--- config.mk ---
export PLATFORM = sky130hd
export DESIGN_NAME = msi_dir_controller
export DESIGN_NICKNAME = d
export VERILOG_FILES = /design/src/rtl/msi_dir_controller.sv
export SDC_FILE = /design/constraint.sdc
export NUM_CORES = 1
export LEC_CHECK = 0
export ABC_AREA = 1
export CORE_ASPECT_RATIO = 1.25
export CORE_MARGIN = 2
export CORE_UTILIZATION = 51
export DETAILED_ROUTE_END_ITERATION = 12
export PLACE_DENSITY = 0.83
export SLEW_MARGIN = 10
export SYNTH_ARGS = -nofsm -noshare
export SYNTH_HDL_FRONTEND = slang
export SYNTH_SLANG_ARGS = --single-unit
--- constraint.sdc ---
create_clock -name Clock -period 2.3 [get_ports Clock]
set_input_delay 0.46 -clock Clock [delete_from_list [all_inputs] [get_ports Clock]]
set_output_delay 0.46 -clock Clock [all_outputs]
set_load 0.05 [all_outputs]
--- src/rtl/msi_dir_controller.sv ---
// MSI directory controller: arbitrates two private caches and serialises coherence transactions.
// Defining MSI_DIR_ACK_TIMEOUT_EN adds an ack timeout that forces completion and sets a sticky err.
module msi_dir_controller #(
  parameter int ADDR_W      = 2,
  parameter int TIMEOUT_CYC = 16
) (
  input  logic              Clock,
  input  logic              Reset,
  input  logic [1:0]        req,
  input  logic [1:0]        WriteRead0,
  input  logic [1:0]        WriteRead1,
  input  logic [1:0]        HitMiss0,
  input  logic [1:0]        HitMiss1,
  input  logic [ADDR_W-1:0] addr0,
  input  logic [ADDR_W-1:0] addr1,
  input  logic              wb_ack,
  input  logic              inv_ack,
  output logic [1:0]        gnt,
  output logic              busy,
  output logic [2:0]        signal,
  output logic [1:0]        WriteBack,
  output logic [1:0]        invalidate,
  output logic [2:0]        newStateCache,
  output logic [2:0]        newStateDiretorio,
  output logic              done,
  output logic              err
);

  localparam int DEPTH = 2 ** ADDR_W;
  localparam logic [2:0] ST_I = 3'b001;
  localparam logic [2:0] ST_S = 3'b010;
  localparam logic [2:0] ST_M = 3'b011;

  typedef enum logic [2:0] {IDLE, LOOKUP, WB_WAIT, INV_WAIT, UPDATE} state_t;

  state_t state, next_state;

  logic              prio;
  logic              cur;
  logic [1:0]        op_wr;
  logic [1:0]        op_hm;
  logic [ADDR_W-1:0] op_addr;
  logic              done_q;
  logic [2:0]        nsc_q;
  logic [2:0]        nsd_q;
  logic [2:0]        dir_state [DEPTH];
  logic [1:0]        dir_sh    [DEPTH];

  logic       win;
  logic [2:0] entry_state;
  logic [1:0] entry_sh;
  logic [1:0] self_bit;
  logic [1:0] other_bit;
  logic       other_shares;
  logic       self_shares;
  logic       op_read;
  logic       op_write;
  logic       op_illegal;
  logic       op_hit;
  logic       wb_go;
  logic       inv_go;
  logic [2:0] sig_dec;
  logic [2:0] upd_state;
  logic [2:0] upd_nsc;
  logic [1:0] upd_sh;

  if (TIMEOUT_CYC < 1) begin : g_bad_timeout
    $error("TIMEOUT_CYC must be at least 1");
  end

  // On a tie the priority pointer decides; otherwise the only requester wins.
  assign win          = (req == 2'b11) ? prio : req[1];
  assign entry_state  = dir_state[op_addr];
  assign entry_sh     = dir_sh[op_addr];
  assign self_bit     = cur ? 2'b10 : 2'b01;
  assign other_bit    = cur ? 2'b01 : 2'b10;
  assign other_shares = |(entry_sh & other_bit);
  assign self_shares  = |(entry_sh & self_bit);
  assign op_read      = (op_wr == 2'b00);
  assign op_write     = (op_wr == 2'b01);
  assign op_illegal   = op_wr[1];
  assign op_hit       = (op_hm == 2'b01);

`ifdef MSI_DIR_ACK_TIMEOUT_EN
  localparam int CNT_W = $clog2(TIMEOUT_CYC + 1);
  localparam logic [CNT_W-1:0] CNT_LAST = CNT_W'(TIMEOUT_CYC - 1);

  logic [CNT_W-1:0] tmo_cnt;
  logic             err_q;
  logic             tmo_wb;
  logic             tmo_inv;

  assign tmo_wb  = (state == WB_WAIT)  && !wb_ack  && (tmo_cnt == CNT_LAST);
  assign tmo_inv = (state == INV_WAIT) && !inv_ack && (tmo_cnt == CNT_LAST);
  assign wb_go   = wb_ack  || tmo_wb;
  assign inv_go  = inv_ack || tmo_inv;
  assign err     = err_q;

  // The counter restarts on every state change, so WB_WAIT and INV_WAIT each get a full budget.
  always_ff @(posedge Clock) begin
    if (Reset) begin
      tmo_cnt <= '0;
      err_q   <= 1'b0;
    end else begin
      if (next_state != state)
        tmo_cnt <= '0;
      else if (state == WB_WAIT || state == INV_WAIT)
        tmo_cnt <= tmo_cnt + 1'b1;
      if (tmo_wb || tmo_inv)
        err_q <= 1'b1;
    end
  end
`else
  assign wb_go  = wb_ack;
  assign inv_go = inv_ack;
  assign err    = 1'b0;
`endif

  always_ff @(posedge Clock) begin
    if (Reset)
      state <= IDLE;
    else
      state <= next_state;
  end

  always_comb begin
    next_state = state;
    unique case (state)
      IDLE:     if (|req) next_state = LOOKUP;
      LOOKUP: begin
        if (op_illegal)
          next_state = UPDATE;
        else if (entry_state == ST_M && other_shares)
          next_state = WB_WAIT;
        else if (op_write && entry_state == ST_S && other_shares)
          next_state = INV_WAIT;
        else
          next_state = UPDATE;
      end
      WB_WAIT:  if (wb_go) next_state = op_write ? INV_WAIT : UPDATE;
      INV_WAIT: if (inv_go) next_state = UPDATE;
      UPDATE:   next_state = IDLE;
      default:  next_state = IDLE;
    endcase
  end

  always_comb begin
    sig_dec = 3'b000;
    if (op_read)
      sig_dec = op_hit ? 3'b010 : 3'b001;
    else if (op_write)
      sig_dec = op_hit ? 3'b100 : 3'b011;
  end

  // A read hit on a line the requester already owns keeps M; any other read downgrades to S.
  always_comb begin
    upd_state = entry_state;
    upd_sh    = entry_sh;
    upd_nsc   = nsc_q;
    if (op_write) begin
      upd_state = ST_M;
      upd_sh    = self_bit;
      upd_nsc   = ST_M;
    end else if (op_read) begin
      if (op_hit && entry_state == ST_M && self_shares) begin
        upd_state = ST_M;
        upd_nsc   = ST_M;
      end else begin
        upd_state = ST_S;
        upd_sh    = entry_sh | self_bit;
        upd_nsc   = ST_S;
      end
    end
  end

  always_comb begin
    busy       = (state != IDLE);
    gnt        = 2'b00;
    signal     = 3'b000;
    WriteBack  = 2'b00;
    invalidate = 2'b00;
    if (state != IDLE) begin
      gnt    = self_bit;
      signal = sig_dec;
    end
    if (state == WB_WAIT)
      WriteBack = other_bit;
    if (state == INV_WAIT)
      invalidate = other_bit;
  end

  assign done              = done_q;
  assign newStateCache     = nsc_q;
  assign newStateDiretorio = nsd_q;

  always_ff @(posedge Clock) begin
    if (Reset) begin
      prio    <= 1'b0;
      cur     <= 1'b0;
      op_wr   <= 2'b00;
      op_hm   <= 2'b00;
      op_addr <= '0;
      done_q  <= 1'b0;
      nsc_q   <= 3'b000;
      nsd_q   <= 3'b000;
      for (int i = 0; i < DEPTH; i++) begin
        dir_state[i] <= ST_I;
        dir_sh[i]    <= 2'b00;
      end
    end else begin
      done_q <= 1'b0;
      if (state == IDLE && |req) begin
        cur     <= win;
        op_wr   <= win ? WriteRead1 : WriteRead0;
        op_hm   <= win ? HitMiss1 : HitMiss0;
        op_addr <= win ? addr1 : addr0;
      end
      if (state == UPDATE) begin
        done_q <= 1'b1;
        prio   <= ~cur;
        if (!op_illegal) begin
          dir_state[op_addr] <= upd_state;
          dir_sh[op_addr]    <= upd_sh;
          nsc_q              <= upd_nsc;
          nsd_q              <= upd_state;
        end
      end
    end
  end

endmodule

==> impl_metrics.ini <==
[cts]
cts_resized = 0
clkTransAtPathRegs_ns = 0.08
cts_buffer_depth = 2
htreeDepth = 2
numCtsBuffers = 5
cts_setup_buffers = 0
clk_latency_ns = 0.30
clock-sinks = 39
hold_buffers = 0
cts_tree = built
cts_root_buf = clkbuf_8

[timing]
worst_slack_ns = 0.141
relSlewSlack = 0.647
fmax_ghz = 0.463
worst_pin_slew_ns = 0.528
rsz0062_at_grt = no
hold_violations = 0
tns_ns = 0
setup-violations-final = 0
final-max-slew-violation-count = 0
post-route-period-util = 0.939
layout_min_cycle_time_ns = 2.16
fin_skew_ns = 0.0102

[placed_design]
place_hpwl_um = 2970
gp_congestion = 0.856
io_buffers = 33
post-place-ws_ns = 0.203

[flow_run]
cap_violations = 0

[pwr]
p_leak_nw = 1.08
ir_worst_vdd_mv = 0.904
cellPowerDensity_mw_per_mm2 = 825

[synthesis]
syn_avg_cell_area_um2 = 7.94
synth.distinct_cells = 25
ys_seq_area_frac = 0.517
ys_warn_count = 0
synthCells = 239
ys_seq_elements = 39
syn_area_mm2 = 0.00190

[grt]
antenna_found_initial = 0
grt_max_degree = 14
gr-total-overflow = 0
grt_pass1_vias = 1532
grt_pass1_wl_um = 6470
grt_usage = 0.205

[run_status]
status = finished, final reports clean

[setup_path]
critPathLaunch = state[0]
cp.arrival_ns = 1.70
worst-endpoint-required_ns = 1.84
cp-start-kind = register
cp-end-kind = primary output
critPathKind = reg -> out
crit_fanout = 6

[drt]
route.detailed.drc = 0
dr.first_iter.drc_count = 52
wl_per_cell_um = 11.7
vias_per_cell = 4.98
antenna_left = 0
dr.pass1.iters = 4
vias = 1604
drt-total-wl_um = 3770

[layout]
final_cell_mix = nand2_1 (55), inv_1 (31), nor2_1 (29)
syn2layout_area_growth_pct = 25.4
layout-drive-gt1-share = 0.155
diodes = 0
multi_input_area_um2 = 762
nets = 300
final_common_cell = nand2_1
regArea_um2 = 981
fillers = 282

[min_path]
holdCritPathClass = reg -> reg
hold_start = newStateDiretorio[2]

[floorplanning]
core-area_mm2 = 0.00351
dieArea_mm2 = 0.00423
die_h_um = 72.2
dieWidth_um = 58.6
io_pins = 36
start_util = 0.540
num_rows = 24
==> cell type report <==
type	count	share of cell area
flip-flops and latches	39	0.412
multi-input cells	160	0.320
repair buffers	38	0.145
inverters	38	0.0610
clock buffers	6	0.0347
well taps	39	0.0205
clock inverters	2	0.00631
==> registers in the layout, summed over array words and instances, names as in the netlist, named ones only <==
| register | flops |
|---|---|
| cur | 1 |
| dir_sh | 8 |
| dir_state | 12 |
| done | 1 |
| newStateCache | 2 |
| newStateDiretorio | 3 |
| op_addr | 2 |
| op_hm | 2 |
| op_wr | 2 |
| prio | 1 |
| state | 3 |
==> cell families (layout without fill, tap and decap cells) <==
group           after synthesis  after routing  share of synthesized area
flops                        39             39                      0.517
buf+inv                      45             84                     0.0976
simple gates                124            124                      0.300
other cells                   1              6                    0.00198
compound gates               30             30                     0.0837
==> routing by layer <==
layer,vias up,GRT usage,wire length (µm)
li1,841,-,-
met3,11,0.0392,171
met1,707,0.242,1540
met4,0,0.111,113
met5,-,0,0
met2,45,0.346,1940
==> where the power goes <==
| part | total, W | switching (W) | internal [W] |
|---|---|---|---|
| clock | 0.000488 | 0.000243 | 0.000245 |
| sequential | 0.000869 | 0.0000689 | 0.000800 |
| combinational | 0.000606 | 0.000411 | 0.000194 |
==> through the flow <==
step / total power [W] / util / area [µm²] / hold slack, ns / std cells
after floorplan: 0.00131 / - / 1930 / 0.439 / 244
after global placement: 0.00148 / 0.650 / 2280 / 0.445 / 314
after detailed placement: 0.00149 / 0.650 / 2280 / 0.436 / 314
after CTS: 0.00197 / 0.677 / 2380 / 0.449 / 322
after global routing: 0.00208 / 0.677 / 2380 / 0.481 / 322
final: 0.00196 / 0.677 / 2380 / 0.447 / 322
==> Yosys cell counts <==
cell type | number | area [µm²]
nor2_2 | 1 | 6.26
dfxtp_1 | 19 | 380
nand2_2 | 3 | 18.8
nor4_1 | 1 | 6.26
nand2_1 | 55 | 206
nor2_8 | 1 | 20.0
o21ai_2 | 1 | 8.76
o21ai_1 | 3 | 15.0
inv_4 | 1 | 6.26
a31oi_1 | 1 | 6.26
buf_2 | 2 | 10.0
clkbuf_1 | 2 | 7.51
buf_4 | 3 | 22.5
inv_2 | 6 | 22.5
a21oi_1 | 12 | 60.1
nand3_1 | 22 | 110
o21ai_0 | 12 | 60.1
nor2_4 | 5 | 56.3
inv_1 | 31 | 116
nor2_1 | 29 | 109
or2_2 | 1 | 6.26
edfxtp_1 | 20 | 601
a21oi_2 | 1 | 8.76
nor3_1 | 6 | 30.0
conb_1 | 1 | 3.75
==> worst max-delay path, cell delays in order (launching register included) <==
cell,delay (ns)
dfxtp_1,0.40
nor2_4,0.07
nand2_2,0.12
clkdlybuf4s50_1,0.82
==> path summary, 6_finish.rpt <==
| kind | to | cells after the start | slack, ns |
|---|---|---|---|
| worst max register to register | dir_state[1][0] | 9 | 0.44 |
| worst min-delay path | newStateDiretorio[2] | 2 | 0.45 |
| worst min register to register | newStateDiretorio[2] | 2 | 0.45 |
| worst max-delay path | busy | 3 | 0.14 |
Note: power is estimated with default switching activity, not from simulation.
